--- src/rtl/prio_pkg.sv ---
// prio_pkg: shared constants for the priority encoder.
// Selection modes and output-stage state encoding.
package prio_pkg;

   localparam int MODE_LOW  = 0;
   localparam int MODE_HIGH = 1;

   typedef enum logic {
      EMPTY = 1'b0,
      HOLD  = 1'b1
   } state_t;

endpackage

--- src/rtl/prio_sel.sv ---
// prio_sel: stateless priority selector over a candidate vector.
// Reports the winning index, whether any and whether several exist.
module prio_sel
   import prio_pkg::*;
#(
   parameter int N    = 8,
   parameter int MODE = MODE_LOW,
   parameter int W    = $clog2(N)
) (
   input  logic [N-1:0] cand,
   output logic [W-1:0] index,
   output logic         any,
   output logic         multi
);

   // Last assignment wins, so scan toward the preferred end.
   always_comb begin
      index = '0;
      if (MODE == MODE_HIGH) begin
         for (int i = 0; i < N; i++) begin
            if (cand[i]) index = W'(i);
         end
      end else begin
         for (int i = N - 1; i >= 0; i--) begin
            if (cand[i]) index = W'(i);
         end
      end
   end

   // Clearing the lowest set bit leaves a residue iff two or more are set.
   always_comb begin
      any   = |cand;
      multi = |(cand & (cand - N'(1)));
   end

endmodule

--- src/rtl/prio_encoder_q.sv ---
// prio_encoder_q: sticky request accumulator with a registered
// priority-encoded output stage and valid/ready style consumption.
module prio_encoder_q
   import prio_pkg::*;
#(
   parameter int N    = 8,
   parameter int MODE = MODE_LOW,
   parameter int W    = $clog2(N)
) (
   input  logic         clk,
   input  logic         rst_n,
   input  logic [N-1:0] req_in,
   input  logic [N-1:0] mask,
   input  logic         out_ready,
   output logic [W-1:0] out_idx,
   output logic         out_valid,
   output logic         out_multi,
   output logic [N-1:0] pending
);

   state_t         state;
   state_t         state_nxt;
   logic [N-1:0]   cand;
   logic [W-1:0]   sel_idx;
   logic           sel_any;
   logic           sel_multi;
   logic           load;
   logic [N-1:0]   pop;

   assign cand      = pending & ~mask;
   assign out_valid = (state == HOLD);

   prio_sel #(
      .N    (N),
      .MODE (MODE),
      .W    (W)
   ) u_sel (
      .cand  (cand),
      .index (sel_idx),
      .any   (sel_any),
      .multi (sel_multi)
   );

   // State register for the output stage.
   always_ff @(posedge clk or negedge rst_n) begin
      if (!rst_n) state <= EMPTY;
      else        state <= state_nxt;
   end

   // Next state: fill when empty, drain when consumed with nothing left.
   always_comb begin
      state_nxt = state;
      unique case (state)
         EMPTY: if (sel_any) state_nxt = HOLD;
         HOLD:  if (out_ready && !sel_any) state_nxt = EMPTY;
         default: state_nxt = EMPTY;
      endcase
   end

   // Load whenever the output slot is free or being freed this cycle.
   always_comb begin
      load = sel_any && ((state == EMPTY) || out_ready);
      pop  = load ? (N'(1) << sel_idx) : '0;
   end

   // Pending accumulates requests; a new request beats a same-bit pop.
   always_ff @(posedge clk or negedge rst_n) begin
      if (!rst_n) begin
         pending   <= '0;
         out_idx   <= '0;
         out_multi <= 1'b0;
      end else begin
         pending <= (pending & ~pop) | req_in;
         if (load) begin
            out_idx   <= sel_idx;
            out_multi <= sel_multi;
         end
      end
   end

endmodule
--- config.mk ---
export PLATFORM = sky130hd
export DESIGN_NAME = prio_encoder_q
export DESIGN_NICKNAME = d
export VERILOG_FILES = /design/src/rtl/prio_pkg.sv /design/src/rtl/prio_sel.sv /design/src/rtl/prio_encoder_q.sv
export SDC_FILE = /design/constraint.sdc
export NUM_CORES = 1
export LEC_CHECK = 0
export BUFFER_PORTS_ARGS = -buffer_cell sky130_fd_sc_hd__buf_2
export CAP_MARGIN = 10
export CELL_PAD_IN_SITES_DETAIL_PLACEMENT = 0
export CELL_PAD_IN_SITES_GLOBAL_PLACEMENT = 1
export CORE_ASPECT_RATIO = 1.5
export CORE_MARGIN = 2
export CORE_UTILIZATION = 35
export DETAILED_ROUTE_END_ITERATION = 8
export GPL_TIMING_DRIVEN = 0
export PLACE_DENSITY = 0.92
export REMOVE_ABC_BUFFERS = 1
export SYNTH_ARGS = -nofsm -noshare
export SYNTH_HDL_FRONTEND = slang
export SYNTH_SLANG_ARGS = --single-unit
--- constraint.sdc ---
create_clock -name clk -period 5.79 [get_ports clk]
set_clock_uncertainty 0.2 [all_clocks]
set_input_delay 0.579 -clock clk [delete_from_list [all_inputs] [get_ports clk]]
set_output_delay 0.579 -clock clk [all_outputs]
set_load 0.1 [all_outputs]
==> results.yml, run 1 <==
run_status:
  status: "finished, final reports clean"
finish:
  final_core_util_pct: 46.94
  seqCellArea_um2: 325.3
  nFillCells: 221
  finalNetCount: 134
  areaGrowthSynthToFinish_pct: 28.38
  multi_input_area_um2: 395.4
  drive_gt1_share_pct: 35.96
  antenna_cells: 0
sta:
  layout_min_cycle_time_ps: 1950
  whs_ps: 291.7
  min_period_over_period_pct: 33.68
  drv_slew: 0
  slew_headroom_pct: 65.21
  finalSetupViolations: 0
  setup_slack_ps: 3840
  final_hold_viol_count: 0
  setup_tns_ps: 0
  fmax_mhz: 512.9
  rsz0062_at_grt: "false"
  tightest_slew_ps: 520.8
placed_design:
  gp_congestion: 0.7468
  io_buffers: 31
  hpwl_mm: 1.306
  place_ws_ps: 3604
clocking:
  tritoncts: "built"
  cts_buffers: 3
  cts_resized: 0
  cts_num_sinks: 13
  cts_max_level: 1
  cts.root.buffer_cell: "clkbuf_4"
  postCtsSetupBuffers: 0
  clk_latency_ps: 280
  clk_path_buf_depth: 2
  clk_pin_slew_ps: 80
  cts_hold_buf: 1
yosys:
  synth.avg_cell_area_um2: 9.265
  seq_area_frac_synth_pct: 44.44
  synth_area_leaders: "dfrtp_1 (44%), a21oi_1 (6.8%), nor2b_1 (6.8%)"
  synth_top_area_cell: "dfrtp_1"
  synth_edf_count: 0
  synth-seq-cells: 13
  synthCells: 79
  ys_async_sr_fraction_pct: 100.0
  synth_top_area_share_pct: 44.44
  synth_cell_type_count: 22
  yosysWarningCount: 0
  synthFlopType: "dfrtp_1"
  netlist_area_um2: 732.0
  ys_top_cells_by_count: "dfrtp_1 (13), nor2_1 (13), a21oi_1 (10), nor2b_1 (8)"
route:
  drt-total-wl_mm: 1.647
  drt_iter0_markers: 7
  drc: 0
  viasPerCell: 5.243
  routed-via-count: 713
  wl_per_cell_um: 12.11
  dr.pass1.iters: 3
  antenna_left: 0
critical_path:
  start_kind: "register"
  endpoint: "pending[6]"
  r2r_setup_slack_ps: 3840
  cp_max_fo: 5
  path_class: "register to register"
  crit_start: "pending[2]"
  cp.required_ps: 5760
  arrival_ps: 1920
  regToRegEndpoint: "pending[6]"
  r2r.worst_path.cells: 5
  end_kind: "register"
  r2r-start: "pending[2]"
global_route:
  grt_max_degree: 14
  grt_overflow_total: 0
  grt.total_usage_pct: 15.46
  first_global_vias: 648
  grt_pass1_wl_mm: 2.580
  antenna_found_initial: 0
job:
  drv_cap: 0
floorplan:
  fp.dieH_um: 60.01
  num_rows: 20
  start_util_pct: 36.56
  core-area_um2: 2002
  die_x_um: 41.34
  die-area_um2: 2481
  num_io_pins: 32
hold_path:
  min_path_type: "primary input to register"
power_and_ir_drop:
  p_leak_uw: 0.0003764
  max-vdd-ir-drop_v: 0.0001498
  powerDensity_nw_per_um2: 255.2
-- cell usage in the layout (no fill, tap or decap) --
cell,n
buf_2,31
nor2_1,13
dfrtp_1,13
a21oi_1,10
nor2b_1,8
nand2b_1,5
o22a_1,5
or3_1,3
o21ai_0,3
nor3_1,3
clkbuf_4,3
or2_2,2
o31ai_1,2
nand2_1,2
nor2b_4,1
a21oi_2,1
nor4_4,1
nand2_2,1
nand3_1,1
nand4_1,1
a31oi_1,1
a2bb2oi_1,1
mux2_2,1
clkbuf_1,1
dlygate4sd3_1,1
-- through the flow --
step                      cells  instance area (um2)  total power (uW)
after floorplan              78                720.7             164.2
after global placement      131                903.4             183.0
after detailed placement    131                903.4             184.1
after CTS                   136                939.7             241.8
after global routing        136                939.7             251.3
final                       136                939.7             239.8
-- worst max-delay path: stages (launching register included) --
cell and delay, ps:
dfrtp_1 410, nor2b_1 190, nor4_4 380, nand2_2 140, or3_1 360, o22a_1 160
-- worst min-delay path by stage --
stage                    from         end  slack (ps)  depth (start not counted)
global route        req_in[1]  pending[1]         300                          2
CTS                 req_in[1]  pending[1]         290                          2
global placement        rst_n  pending[5]         280                          1
floorplan               rst_n  out_idx[0]          80                          0
finish              req_in[1]  pending[1]         290                          2
detailed placement      rst_n  pending[5]         290                          1
-- report_power, final --
group	switching (uW)	total [uW]	internal, uW
Clock	30.9	57.6	26.7
Sequential	2.99	98.9	95.9
Combinational	62.8	83.3	20.5
-- area by class of cell --
| type | instances | area share, % |
|---|---|---|
| Timing Repair Buffer | 32 | 17.58 |
| Sequential cell | 13 | 34.62 |
| Tap cell | 22 | 2.929 |
| Clock buffer | 4 | 2.796 |
| Multi-Input combinational cell | 65 | 42.08 |
-- registers in the layout, indices dropped and copies added (netlist names) --
| name | cells |
|---|---|
| out_multi | 1 |
| out_valid | 1 |
| pending | 8 |
| out_idx | 3 |
-- metal layers --
layer / GRT usage, % / vias to the layer above / part of all wire, %
li1: - / 353 / -
met1: 18.03 / 329 / 41
met2: 25.00 / 26 / 50
met3: 2.230 / 5 / 6.1
met4: 9.677 / 0 / 2.6
met5: 0 / - / 0
-- cells by family after synthesis --
kind of cell,share of synthesized area [%]
AND/OR/NAND/NOR,32.31
AO/OA/AOI/OAI,20.17
flip-flops,44.44
multiplexers,1.538
buffers and inverters,1.538
Note: power is estimated with default switching activity, not from simulation.
==> run 2: changes to the inputs <==
ABC_AREA = 1   (was unset)
CORE_UTILIZATION = 32   (was 35)
PLACE_DENSITY = 0.88   (was 0.92)
clock period = 1.9 ns   (was 5.79 ns; I/O delays follow)
==> run 2 against run 1 <==
  * Hold slack worse by 200 ps
  * First-iteration DRC count is 57% higher
  * Non-clock buffer count grew 8
  * Area after synthesis is 9.9% higher
  * Synthesized cell count grew 42%
  * Core utilization is 1.3 points lower
  * Critical path depth rose by 3
==> results.yml, run 2 <==
sta:
  fmax_mhz: 640.0
  layout_min_cycle_time_ps: 1563
  drv_slew: 0
  final_hold_viol_count: 0
  slew_headroom_pct: 67.70
  rsz0062_at_grt: "false"
  min_period_over_period_pct: 82.24
  tightest_slew_ps: 487.9
  finalSetupViolations: 0
  setup_slack_ps: 337.5
critical_path:
  r2r.worst_path.cells: 8
  cp.required_ps: 1880
  r2r-start: "pending[0]"
  start_kind: "register"
  cp_max_fo: 7
  path_class: "register to register"
  end_kind: "register"
  arrival_ps: 1550
  r2r_setup_slack_ps: 340
  regToRegEndpoint: "pending[7]"
global_route:
  grt_pass1_wl_mm: 3.036
  first_global_vias: 799
  grt_max_degree: 14
  grt.total_usage_pct: 13.68
  antenna_found_initial: 0
  grt_overflow_total: 0
route:
  antenna_left: 0
  drt-total-wl_mm: 1.853
  drt_iter0_markers: 11
  wl_per_cell_um: 10.29
  drc: 0
  dr.pass1.iters: 4
  routed-via-count: 832
  viasPerCell: 4.622
placed_design:
  hpwl_mm: 1.464
  io_buffers: 31
  place_ws_ps: 355.1
  gp_congestion: 0.7943
clocking:
  clk_pin_slew_ps: 80
  cts_buffers: 3
  clk_path_buf_depth: 2
  cts_max_level: 1
  postCtsSetupBuffers: 0
  clk_latency_ps: 280
  tritoncts: "built"
  cts.root.buffer_cell: "clkbuf_4"
  cts_resized: 0
  cts_hold_buf: 9
  cts_num_sinks: 13
power_and_ir_drop:
  powerDensity_nw_per_um2: 695.1
  p_leak_uw: 0.0006214
  pwr-share-comb_pct: 37.6
  switchingPower_uw: 322.5
  swShare_pct: 41.95
  total_power_uw: 768.8
  pwr-share-clk_pct: 22.7
  p_int_uw: 446.3
  max-vdd-ir-drop_v: 0.0003516
  p_seq_share_pct: 39.7
finish:
  largest_reg_flops: 8
  areaGrowthSynthToFinish_pct: 37.48
  final_cell_mix: "nand2_1 (32), buf_2 (31), inv_1 (23), dfrtp_1 (13), nand3_1 (10)"
  regMostFlops: "pending"
  largestRegisters: "pending: 8 flops, out_idx: 3 flops"
  finalNetCount: 176
  antenna_cells: 0
  drive_gt1_share_pct: 33.33
  layout_commonest_cell: "nand2_1"
job:
  drv_cap: 0
yosys:
  synth-seq-cells: 13
  synth_top_area_share_pct: 40.44
  synth_edf_count: 0
  synthFlopType: "dfrtp_1"
  ys_async_sr_fraction_pct: 100.0
  synthCells: 112
  yosysWarningCount: 0
  synth_cell_type_count: 15
  ys_top_cells_by_count: "nand2_1 (32), inv_1 (23), dfrtp_1 (13), nand3_1 (10), nand2_2 (9)"
  yosysMostFrequentCell: "nand2_1"
  synth_area_leaders: "dfrtp_1 (40%), nand2_1 (15%), inv_1 (11%)"
  synth.avg_cell_area_um2: 7.183
  synth_top_area_cell: "dfrtp_1"
  netlist_area_um2: 804.5
  seq_area_frac_synth_pct: 40.44
hold_path:
  hp-start: "out_ready"
  hold_depth: 4
  min_path_type: "primary input to register"
  hold_end: "out_valid"
run_status:
  status: "finished, final reports clean"
floorplan:
  die_x_um: 44.94
  fp.dieH_um: 65.41
  num_io_pins: 32
  num_rows: 22
  start_util_pct: 33.21
  die-area_um2: 2940
  core-area_um2: 2422
-- run 2: changes by cell type in the layout (fill, tap and decap cells not counted), moves of 5 or more --
cell / change
nor2b_1: -8
nand2_1: +30
nand3_1: +9
nor2_1: -7
nand2_2: +8
o22a_1: -5
inv_1: +23
nand2b_1: -5
a21oi_1: -8
dlygate4sd3_1: +8
-- run 2: area by class of cell --
cell class              instances  area [um2]
flip-flops and latches         13       325.3
repair buffers                 40       245.2
fillers                       254        1316
multi-input cells              75       389.1
well taps                      24       30.03
inverters                      24       90.09
clock buffers                   4       26.28
-- run 2: cell families (layout without fill, tap and decap cells) --
kind of cell / after synthesis / after routing / share of synthesized area, %
AND/OR/NAND/NOR: 69 / 69 / 44.01
buffers and inverters: 24 / 68 / 11.20
flip-flops: 13 / 13 / 40.44
AO/OA/AOI/OAI: 6 / 6 / 4.355
-- run 2: routing by layer --
metal	share of wire, %	up-vias	track usage, %
li1	-	428	-
met1	40	384	15.91
met2	55	16	23.75
met3	3.6	4	0.8242
met4	1.9	0	7.721
met5	0	-	0
-- run 2: how the worst max path moves through the flow --
stage          startpoint          to  slack [ps]  cells after the start
5_1_grt        pending[2]  out_idx[2]         230                      8
6_report       pending[0]  pending[7]         340                      8
3_3_place_gp   pending[0]  pending[7]         380                      8
2_1_floorplan  pending[7]  pending[7]        -190                      9
3_5_place_dp   pending[0]  pending[5]         360                      8
4_1_cts        pending[0]  pending[5]         340                      8
-- run 2: power groups by stage --
stage,combinational [uW],sequential [uW],clock (uW)
detailed placement,276,311,0
CTS,291,305,175
floorplan,95.2,430,0
finish,289,305,175
global route,312,307,187
global placement,273,310,0
-- run 2: worst max-delay path, stage by stage (launching register included) --
cell     delay, ps
dfrtp_1        420
nand2_4        130
nand2_4         80
nor2_4         180
nand2_2         80
nor2_4         130
nand4_1        120
nand2_1         70
nand2_1         40
-- run 2: stage by stage --
step / instance area [um2] / setup TNS [ps] / hold WS [ps] / utilization (%) / std cells
floorplan: 804.5 / -1584 / -305.6 / - / 112
global placement: 989.7 / 0 / -114.6 / 40.86 / 167
detailed placement: 989.7 / 0 / -102.7 / 40.86 / 167
CTS: 1106 / 0 / 94.51 / 45.66 / 180
global route: 1106 / 0 / 115.1 / 45.66 / 180
finish: 1106 / 0 / 92.24 / 45.66 / 180
